`src/rtl/align_pkg.sv`:
```
// Shared types for the alignment transmitter: FSM encoding, 8-bit word type, idle word default.
package align_pkg;

    typedef logic [7:0] word_t;

    typedef enum logic [2:0] {
        ST_IDLE      = 3'd0,
        ST_TRAIN     = 3'd1,
        ST_WAIT_LOCK = 3'd2,
        ST_DATA      = 3'd3,
        ST_FAIL      = 3'd4
    } state_t;

    localparam word_t IDLE_WORD_DEFAULT = 8'h00;

endpackage

```
`src/rtl/sync_2ff.sv`:
```
// Two-flop synchronizer for a single asynchronous level signal.
module sync_2ff (
    input  logic clk,
    input  logic rst,
    input  logic d,
    output logic q
);

    logic meta;

    always_ff @(posedge clk or posedge rst) begin
        if (rst) begin
            meta <= 1'b0;
            q    <= 1'b0;
        end else begin
            meta <= d;
            q    <= meta;
        end
    end

endmodule

```
`src/rtl/align_pattern_tx.sv`:
```
// Link-training transmitter: sends a training pattern until the remote receiver locks, then user data.
// Optional timeout/retry logic is enabled by defining ALIGN_TX_TIMEOUT_EN.
module align_pattern_tx
    import align_pkg::*;
#(
    parameter word_t       TRAIN_WORD      = 8'h55,
    parameter word_t       IDLE_WORD       = IDLE_WORD_DEFAULT,
    parameter int unsigned MIN_TRAIN_WORDS = 64,
    parameter int unsigned LOCK_CYCLES     = 8,
    parameter int unsigned TIMEOUT_CYCLES  = 4096,
    parameter int unsigned MAX_RETRY       = 3
) (
    input  logic       txclkdiv,
    input  logic       rst,
    input  logic       start_train,
    input  logic       aligned_in,
    input  logic [7:0] user_data,
    input  logic       user_valid,
    output logic       user_ready,
    output logic [7:0] txdata,
    output logic       train_active,
    output logic       train_done,
    output logic       train_fail,
    output logic [2:0] state
);

    localparam int unsigned WCNT_W = $clog2(MIN_TRAIN_WORDS + 1);
    localparam int unsigned LCNT_W = $clog2(LOCK_CYCLES + 1);

    logic              aligned_s;
    state_t            state_q, state_d;
    logic [WCNT_W-1:0] word_cnt, word_cnt_d, word_inc;
    logic [LCNT_W-1:0] lock_cnt, lock_cnt_d, lock_inc;
    word_t             txdata_d;
    logic              user_ready_d, train_active_d, train_done_d;

`ifdef ALIGN_TX_TIMEOUT_EN
    localparam int unsigned TCNT_W = $clog2(TIMEOUT_CYCLES + 1);
    localparam int unsigned RCNT_W = $clog2(MAX_RETRY + 1);

    logic [TCNT_W-1:0] to_cnt, to_cnt_d, to_inc;
    logic [RCNT_W-1:0] retry_cnt, retry_cnt_d, retry_inc;
    logic              train_fail_q, train_fail_d;

    assign to_inc    = (to_cnt == TCNT_W'(TIMEOUT_CYCLES)) ? to_cnt : to_cnt + TCNT_W'(1);
    assign retry_inc = (retry_cnt == RCNT_W'(MAX_RETRY)) ? retry_cnt : retry_cnt + RCNT_W'(1);
    assign train_fail = train_fail_q;
`else
    logic unused_cfg;

    assign unused_cfg = ^{32'(TIMEOUT_CYCLES), 32'(MAX_RETRY)};
    assign train_fail = 1'b0;
`endif

    sync_2ff u_sync (
        .clk (txclkdiv),
        .rst (rst),
        .d   (aligned_in),
        .q   (aligned_s)
    );

    // Saturating increments; counters never wrap.
    assign word_inc = (word_cnt == WCNT_W'(MIN_TRAIN_WORDS)) ? word_cnt : word_cnt + WCNT_W'(1);
    assign lock_inc = (lock_cnt == LCNT_W'(LOCK_CYCLES)) ? lock_cnt : lock_cnt + LCNT_W'(1);

    assign state = state_q;

    always_ff @(posedge txclkdiv or posedge rst) begin
        if (rst) begin
            state_q      <= ST_IDLE;
            word_cnt     <= '0;
            lock_cnt     <= '0;
            txdata       <= IDLE_WORD;
            user_ready   <= 1'b0;
            train_active <= 1'b0;
            train_done   <= 1'b0;
`ifdef ALIGN_TX_TIMEOUT_EN
            to_cnt       <= '0;
            retry_cnt    <= '0;
            train_fail_q <= 1'b0;
`endif
        end else begin
            state_q      <= state_d;
            word_cnt     <= word_cnt_d;
            lock_cnt     <= lock_cnt_d;
            txdata       <= txdata_d;
            user_ready   <= user_ready_d;
            train_active <= train_active_d;
            train_done   <= train_done_d;
`ifdef ALIGN_TX_TIMEOUT_EN
            to_cnt       <= to_cnt_d;
            retry_cnt    <= retry_cnt_d;
            train_fail_q <= train_fail_d;
`endif
        end
    end

    // Next state; registered outputs are derived from the next state so they line up with state.
    always_comb begin
        state_d        = state_q;
        word_cnt_d     = word_cnt;
        lock_cnt_d     = lock_cnt;
        train_done_d   = train_done;
        txdata_d       = IDLE_WORD;
        user_ready_d   = 1'b0;
        train_active_d = 1'b0;
`ifdef ALIGN_TX_TIMEOUT_EN
        to_cnt_d       = to_cnt;
        retry_cnt_d    = retry_cnt;
        train_fail_d   = train_fail_q;
`endif

        if (start_train) begin
            state_d      = ST_TRAIN;
            word_cnt_d   = '0;
            lock_cnt_d   = '0;
            train_done_d = 1'b0;
`ifdef ALIGN_TX_TIMEOUT_EN
            to_cnt_d     = '0;
            retry_cnt_d  = '0;
            train_fail_d = 1'b0;
`endif
        end else begin
            case (state_q)
                ST_IDLE: ;
                ST_TRAIN: begin
                    word_cnt_d = word_inc;
                    if (word_inc == WCNT_W'(MIN_TRAIN_WORDS)) begin
                        state_d = ST_WAIT_LOCK;
                    end
                end
                ST_WAIT_LOCK: begin
                    lock_cnt_d = aligned_s ? lock_inc : '0;
                    if (aligned_s && (lock_inc == LCNT_W'(LOCK_CYCLES))) begin
                        state_d      = ST_DATA;
                        train_done_d = 1'b1;
                    end
`ifdef ALIGN_TX_TIMEOUT_EN
                    else begin
                        to_cnt_d = to_inc;
                        if (to_inc == TCNT_W'(TIMEOUT_CYCLES)) begin
                            retry_cnt_d = retry_inc;
                            to_cnt_d    = '0;
                            word_cnt_d  = '0;
                            lock_cnt_d  = '0;
                            if (retry_inc < RCNT_W'(MAX_RETRY)) begin
                                state_d = ST_TRAIN;
                            end else begin
                                state_d      = ST_FAIL;
                                train_fail_d = 1'b1;
                            end
                        end
                    end
`endif
                end
                ST_DATA: ;
                ST_FAIL: ;
                default: state_d = ST_IDLE;
            endcase
        end

        train_active_d = (state_d == ST_TRAIN) || (state_d == ST_WAIT_LOCK);
        user_ready_d   = (state_d == ST_DATA);
        if (train_active_d) begin
            txdata_d = TRAIN_WORD;
        end else if ((state_d == ST_DATA) && (state_q == ST_DATA) && user_valid && user_ready) begin
            txdata_d = user_data;
        end
    end

endmodule

```
`config.mk`:
```
export PLATFORM = sky130hd
export DESIGN_NAME = align_pattern_tx
export DESIGN_NICKNAME = d
export VERILOG_FILES = /design/src/rtl/align_pkg.sv /design/src/rtl/sync_2ff.sv /design/src/rtl/align_pattern_tx.sv
export SDC_FILE = /design/constraint.sdc
export NUM_CORES = 1
export LEC_CHECK = 0
export ABC_CLOCK_PERIOD_IN_PS = 2200
export BUFFER_PORTS_ARGS = -buffer_cell sky130_fd_sc_hd__buf_2
export CORE_ASPECT_RATIO = 0.7
export CORE_MARGIN = 4
export CORE_UTILIZATION = 53
export CTS_CLUSTER_SIZE = 12
export DETAILED_ROUTE_END_ITERATION = 10
export PLACE_DENSITY_LB_ADDON = 0.05
export SLEW_MARGIN = 10
export SYNTH_ARGS = -nofsm -noshare
export SYNTH_HDL_FRONTEND = slang
export SYNTH_HIERARCHICAL = 1
export SYNTH_SLANG_ARGS = --single-unit
```
`constraint.sdc`:
```
create_clock -name txclkdiv -period 2.2 [get_ports txclkdiv]
set_input_delay 0.11 -clock txclkdiv [delete_from_list [all_inputs] [get_ports txclkdiv]]
set_output_delay 0.11 -clock txclkdiv [all_outputs]
set_load 0.03 [all_outputs]
```
==> metrics.yaml, run 1 <==
outcome: "completed"
yosysMostFrequentCell: "dfrtp_1"
grt_pass1_vias: 1011
gp_congestion: 0.812
worst_pin_slew_ps: 604
report.power.total_uw: 856
n_antenna_cell: 0
yosys.area.top_type: "dfrtp_1"
maxCapViolations: 0
critical_path_required_ps: 2370
finClkSkew_ps: 4.17
final-max-slew-violation-count: 0
peakVddDrop_v: 0.000380
cts_buffer_depth: 2
async_reset_ff_frac: 1.00
cts_max_level: 1
cts_buffers: 3
die_x_um: 68.7
cts_resized: 0
synth_warnings: 6
io_buffers: 26
grt_max_degree: 26
hold_viol_final: 0
synth_top_cell_area_share: 0.495
routed_wl_um: 2740
synth-edff-count: 0
synth_xor_area_frac: 0.0642
muxShareOfSynthArea: 0
dp_hpwl_um: 2040
ant_nets: 0
hold_path_class: "in2reg"
slowest_stage: "dfrtp_1"
synth_seq_area_share: 0.495
ys.flop_type: "dfrtp_1"
synth_cell_type_count: 41
synthTopCellsByCount: "27 x dfrtp_1, 17 x nor2_1, 10 x inv_1, 9 x nand2_1"
root_buffer: "clkbuf_8"
fillCellCount: 214
fmax_mhz: 515
dieHeight_um: 50.5
insertion_delay_ps: 280
setup_viol: 0
postCtsSetupRepairBufs: 0
synthAdderAreaFrac: 0.0367
synth.top_cells.by_area: "dfrtp_1 49%, nor2_1 4.7%, xor2_1 4.5%"
post-route-drc-count: 0
num_vias: 1044
cts_tree: "built"
grt_overflow: 0
setup_tns_ps: 0
drt-initial-drc-count: 73
vias_per_cell: 5.30
finalCritPeriodShare: 0.883
grt_pass1_wl_um: 4870
ys_ff_latch: 27
synth_top_family_by_area: "simple AND/OR/NAND/NOR gates"
multiInputGateArea_um2: 609
power_density_nw_per_um2: 543
cp.arrival_ps: 2120
syn_avg_cell_area_um2: 10.0
initial_core_util: 0.555
fin_nets: 181
crit_buf_inv: 1
synth-simple-area-share: 0.208
drt_first_pass_iters: 4
ios: 28
routedWlPerCell_um: 13.9
grt_setup_unrepaired: "no"
worstPathCellList: "inv_1 > ha_1 > nor3_1 > o21ai_1 > a311oi_1 > o21ai_1 > a21o_1"
synthesis.instances: 136
clk_pin_slew_ps: 90
worst_setup_path_start_kind: "flop"
syn-num-nets: 153
critPathTopFamily: "compound AO/OA/AOI/OAI gates"
max_stage_delay_ps: 440
period_minus_slack_ps: 1940
synth_compound_area_frac: 0.135
end_kind: "flop"
cpMostUsedCell: "o21ai_1"
power_leakage_uw: 0.000725
antenna_found_initial: 0
max_slew_margin: 0.595
row_count: 15
hold_buffers: 2
worst-setup-path-type: "reg2reg"
cts.sinks: 27
crit_path_max_fanout: 5
die_area_um2: 3460
area_growth_pct: 15.4
seq_area_um2: 676
coreArea_um2: 2460
grt.total_usage: 0.192
drive_above_1_share: 0.227
syn-cell-area_um2: 1370
[layout make-up]
type	count	share of cell area
clock buffers	3	0.0262
clock inverters	1	0.00477
inverters	11	0.0262
repair buffers	29	0.100
multi-input cells	92	0.387
flip-flops and latches	27	0.429
well taps	34	0.0270
[flip-flops by register name, summed over array words and instances (netlist names)]
signal,flops
u_sync/meta,1
state,3
word_cnt,7
user_ready,1
u_sync/q,1
train_done,1
lock_cnt,4
train_active,1
txdata,8
[routing by layer]
metal	share of wire	global-route usage
met1	0.46	0.278
met2	0.48	0.279
met3	0.054	0.0559
met4	0.0029	0.0528
met5	0	0
[worst reg2reg max path, delay by kind of cell, from the launching register on]
family                   cells  cell delay [ps]
flip-flops                   1              440
AND/OR/NAND/NOR              1              190
adder cells (fa/ha/maj)      1              240
AO/OA/AOI/OAI                4              900
buffers and inverters        1               90
[report_power, final]
group | switching (uW) | total, uW | internal, uW
combinational | 35.8 | 59.1 | 23.4
sequential | 11.3 | 513 | 502
clock | 154 | 283 | 129
[cell families (layout without fill, tap and decap cells)]
| group | count (synthesis) | in the layout |
|---|---|---|
| buffers and inverters | 17 | 44 |
| and+or+nand+nor | 53 | 53 |
| other | 1 | 1 |
| adders and majority gates | 4 | 4 |
| DFF | 27 | 27 |
| xor gates and xnor gates | 10 | 10 |
| AOI/OAI and AO/OA | 24 | 24 |
[layout by cell type (no fill, tap or decap), types with 2 or more instances in the layout]
cell	instances
ha_1	4
clkbuf_8	3
nand3_1	7
and2_1	4
a21o_1	4
dfrtp_1	27
nand2_1	9
a21oi_1	6
nor2_1	17
nand4_1	4
xnor2_1	3
buf_2	26
o21ai_1	2
xor2_1	7
inv_1	10
a32oi_1	3
dlygate4sd3_1	2
[metrics by stage]
stage	cell area [um2]	cells	utilization	hold slack (ps)	setup WS, ps
final	1580	197	0.641	29.7	257
after global routing	1580	197	0.641	11.3	106
after CTS	1580	197	0.641	23.0	286
after detailed placement	1510	191	0.613	-21.0	306
after global placement	1510	191	0.613	-32.8	423
after floorplan	1370	136	-	-149	571
[final timing paths]
| path | cells after the start | endpoint | slack [ps] | from |
|---|---|---|---|---|
| setup / recovery | 7 | txdata[6]$_DFF_PP0_ | 260 | lock_cnt[0]$_DFFE_PP0P_ |
| setup reg to reg | 7 | txdata[6]$_DFF_PP0_ | 260 | lock_cnt[0]$_DFFE_PP0P_ |
| hold / removal | 2 | txdata[4]$_DFF_PP0_ | 30 | user_data[4] |
| max in group asynchronous | 4 | lock_cnt[3]$_DFFE_PP0P_ | 1530 | rst |
| min in group asynchronous | 3 | u_sync/q$_DFF_PP0_ | 230 | rst |
| hold reg to reg | 0 | u_sync/q$_DFF_PP0_ | 370 | u_sync/meta$_DFF_PP0_ |
Power figures use the tool's default switching activity.
==> run 2: changes to the inputs <==
ABC_AREA = 1   (was default)
==> run 2 against run 1 <==
Net effect: register-to-register slack got worse by 50 ps; synthesized area fell by 0.55%; highest routed layer unchanged; via count rose by 9.2%; synthesized cell count rose by 18%; utilization rose by 0.36 points; worst setup slack got worse by 53 ps; die area fell by 0.47%; sequential share of layout area fell by 0.24 points; count of clock-buffer cells in the layout did not move; largest power group unchanged; final cell count rose by 14%; clock skew fell by 0.96 ps.
==> metrics.yaml, run 2 <==
grt_max_degree: 26
synth_seq_area_share: 0.498
fin_nets: 209
yosysMostFrequentCell: "inv_1"
power.switching_uw: 197
internal_power_uw: 654
row_count: 15
finalNonFillerCells: 225
peakVddDrop_v: 0.000364
async_reset_ff_frac: 1.00
power_leakage_uw: 0.000791
synth-edff-count: 0
setup_tns_ps: 0
grt_pass1_wl_um: 4850
setup_slack_ps: 205
num_vias: 1140
coreArea_um2: 2460
gp_congestion: 0.896
fillCellCount: 211
place_inst: 219
routed_wl_um: 2700
synth_xor_area_frac: 0.0129
combPwrFrac: 0.074
yosys.area.top_type: "dfrtp_1"
insertion_delay_ps: 270
layout_common_cells: "28 x inv_1, 27 x dfrtp_1, 26 x nand2_1, 26 x buf_2, 16 x nor2_1"
dp_slack_ps: 248
grt_pass1_vias: 1120
cp.arrival_ps: 2160
die_x_um: 68.5
synthAdderAreaFrac: 0.0369
synth_compound_area_frac: 0.0793
clk_pin_slew_ps: 90
cts_max_level: 1
pwr-share-seq: 0.599
period_minus_slack_ps: 2000
initial_core_util: 0.552
critical_path_required_ps: 2360
hold_path_class: "in2reg"
cts_tree: "built"
outcome: "completed"
finalCritPeriodShare: 0.907
grt_setup_unrepaired: "no"
final-max-slew-violation-count: 0
fmax_mhz: 501
drt-initial-drc-count: 70
synthTopCellsByCount: "28 x inv_1, 27 x dfrtp_1, 26 x nand2_1, 16 x nor2_1, 12 x nand3_1"
end_kind: "flop"
io_buffers: 26
synth_top_family_by_area: "simple AND/OR/NAND/NOR gates"
root_buffer: "clkbuf_8"
ys.flop_type: "dfrtp_1"
crit_path_max_fanout: 7
synth_cell_type_count: 29
synth-simple-area-share: 0.267
setup_viol: 0
worst_setup_path_start_kind: "flop"
layout_commonest_cell: "inv_1"
dieHeight_um: 50.3
worst-setup-path-type: "reg2reg"
vias_per_cell: 5.07
cts_buffer_depth: 2
antenna_found_initial: 0
top_register: "txdata"
grt.total_usage: 0.188
synthesis.instances: 161
muxShareOfSynthArea: 0
finClkSkew_ps: 3.20
syn_avg_cell_area_um2: 8.43
dp_hpwl_um: 2070
post-route-drc-count: 0
drive_above_1_share: 0.236
p_sw_frac: 0.231
routedWlPerCell_um: 12.0
pwr-share-clk: 0.327
cts_buffers: 3
hold_viol_final: 0
ios: 28
largest_reg_flops: 8
cts.sinks: 27
synth.top_cells.by_area: "dfrtp_1 50%, inv_1 7.7%, nand2_1 7.2%"
synth_top_cell_area_share: 0.498
maxCapViolations: 0
n_antenna_cell: 0
area_growth_pct: 16.7
power_density_nw_per_um2: 537
grt_overflow: 0
synth_warnings: 6
ys_ff_latch: 27
die_area_um2: 3450
reg.largest.list: "txdata (8), word_cnt (7), lock_cnt (4)"
drt_first_pass_iters: 4
ant_nets: 0
syn-num-nets: 178
syn-cell-area_um2: 1360
run 2: cells by family after synthesis:
| family | Yosys count |
|---|---|
| and+or+nand+nor | 77 |
| buffers and inverters | 34 |
| DFF | 27 |
| AOI/OAI and AO/OA | 16 |
| adders and majority gates | 4 |
| xor gates and xnor gates | 2 |
| other | 1 |
run 2: timing repair:
action,in CTS,in global routing
hold endpoints to repair,28,0
resized for setup,0,0
buffers inserted,0,0
hold buffers,2,0
run 2: layout make-up:
class | count | area [um2] | area share
Multi-Input combinational cell | 100 | 542 | 0.342
Clock buffer | 3 | 41.3 | 0.0261
Inverter | 31 | 118 | 0.0742
Sequential cell | 27 | 676 | 0.427
Clock inverter | 1 | 7.51 | 0.00474
Tap cell | 34 | 42.5 | 0.0269
Timing Repair Buffer | 29 | 158 | 0.0995
run 2: power by group through the flow:
stage	Combinational (uW)	Clock, uW	Sequential (uW)
floorplan	43.7	0	516
global placement	58.5	0	519
detailed placement	60.4	0	520
CTS	63.5	288	510
global route	72.8	313	512
finish	62.8	279	510
run 2: stage by stage:
stage | hold WS, ps | util | total power (uW) | area (um2)
6_report | 37.2 | 0.644 | 851 | 1580
5_1_grt | 33.3 | 0.644 | 898 | 1580
4_1_cts | 31.6 | 0.644 | 862 | 1580
3_5_place_dp | -17.5 | 0.616 | 580 | 1520
3_3_place_gp | -31.6 | 0.616 | 578 | 1520
2_1_floorplan | -149 | - | 560 | 1360
run 2: worst max-delay path, cell delays in order, from the launching register on:
cell and delay (ps):
dfrtp_1 450, inv_1 150, ha_1 160, nand2_1 50, inv_1 70, nand3_1 90, nand2_1 90, nand2_1 90
nor2_2 120, nand2_2 100, a21oi_4 240, nand2_2 100, nand2_2 120, nand2_1 70
run 2: final timing paths:
path                                          from                       to  slack (ps)  cells past startpoint
setup reg to reg           word_cnt[0]$_DFFE_PP0P_      txdata[4]$_DFF_PP0_         200                     13
hold / removal                        user_data[7]      txdata[7]$_DFF_PP0_          40                      3
max in group asynchronous                      rst  lock_cnt[3]$_DFFE_PP0P_        1520                      4
setup / recovery           word_cnt[0]$_DFFE_PP0P_      txdata[4]$_DFF_PP0_         200                     13
hold reg to reg              u_sync/meta$_DFF_PP0_       u_sync/q$_DFF_PP0_         360                      0
min in group asynchronous                      rst    u_sync/meta$_DFF_PP0_         240                      3
run 2: routing by layer:
metal	global-route usage	part of all wire
met1	0.247	0.46
met2	0.292	0.47
met3	0.0649	0.065
met4	0.0495	0.0063
met5	0	0
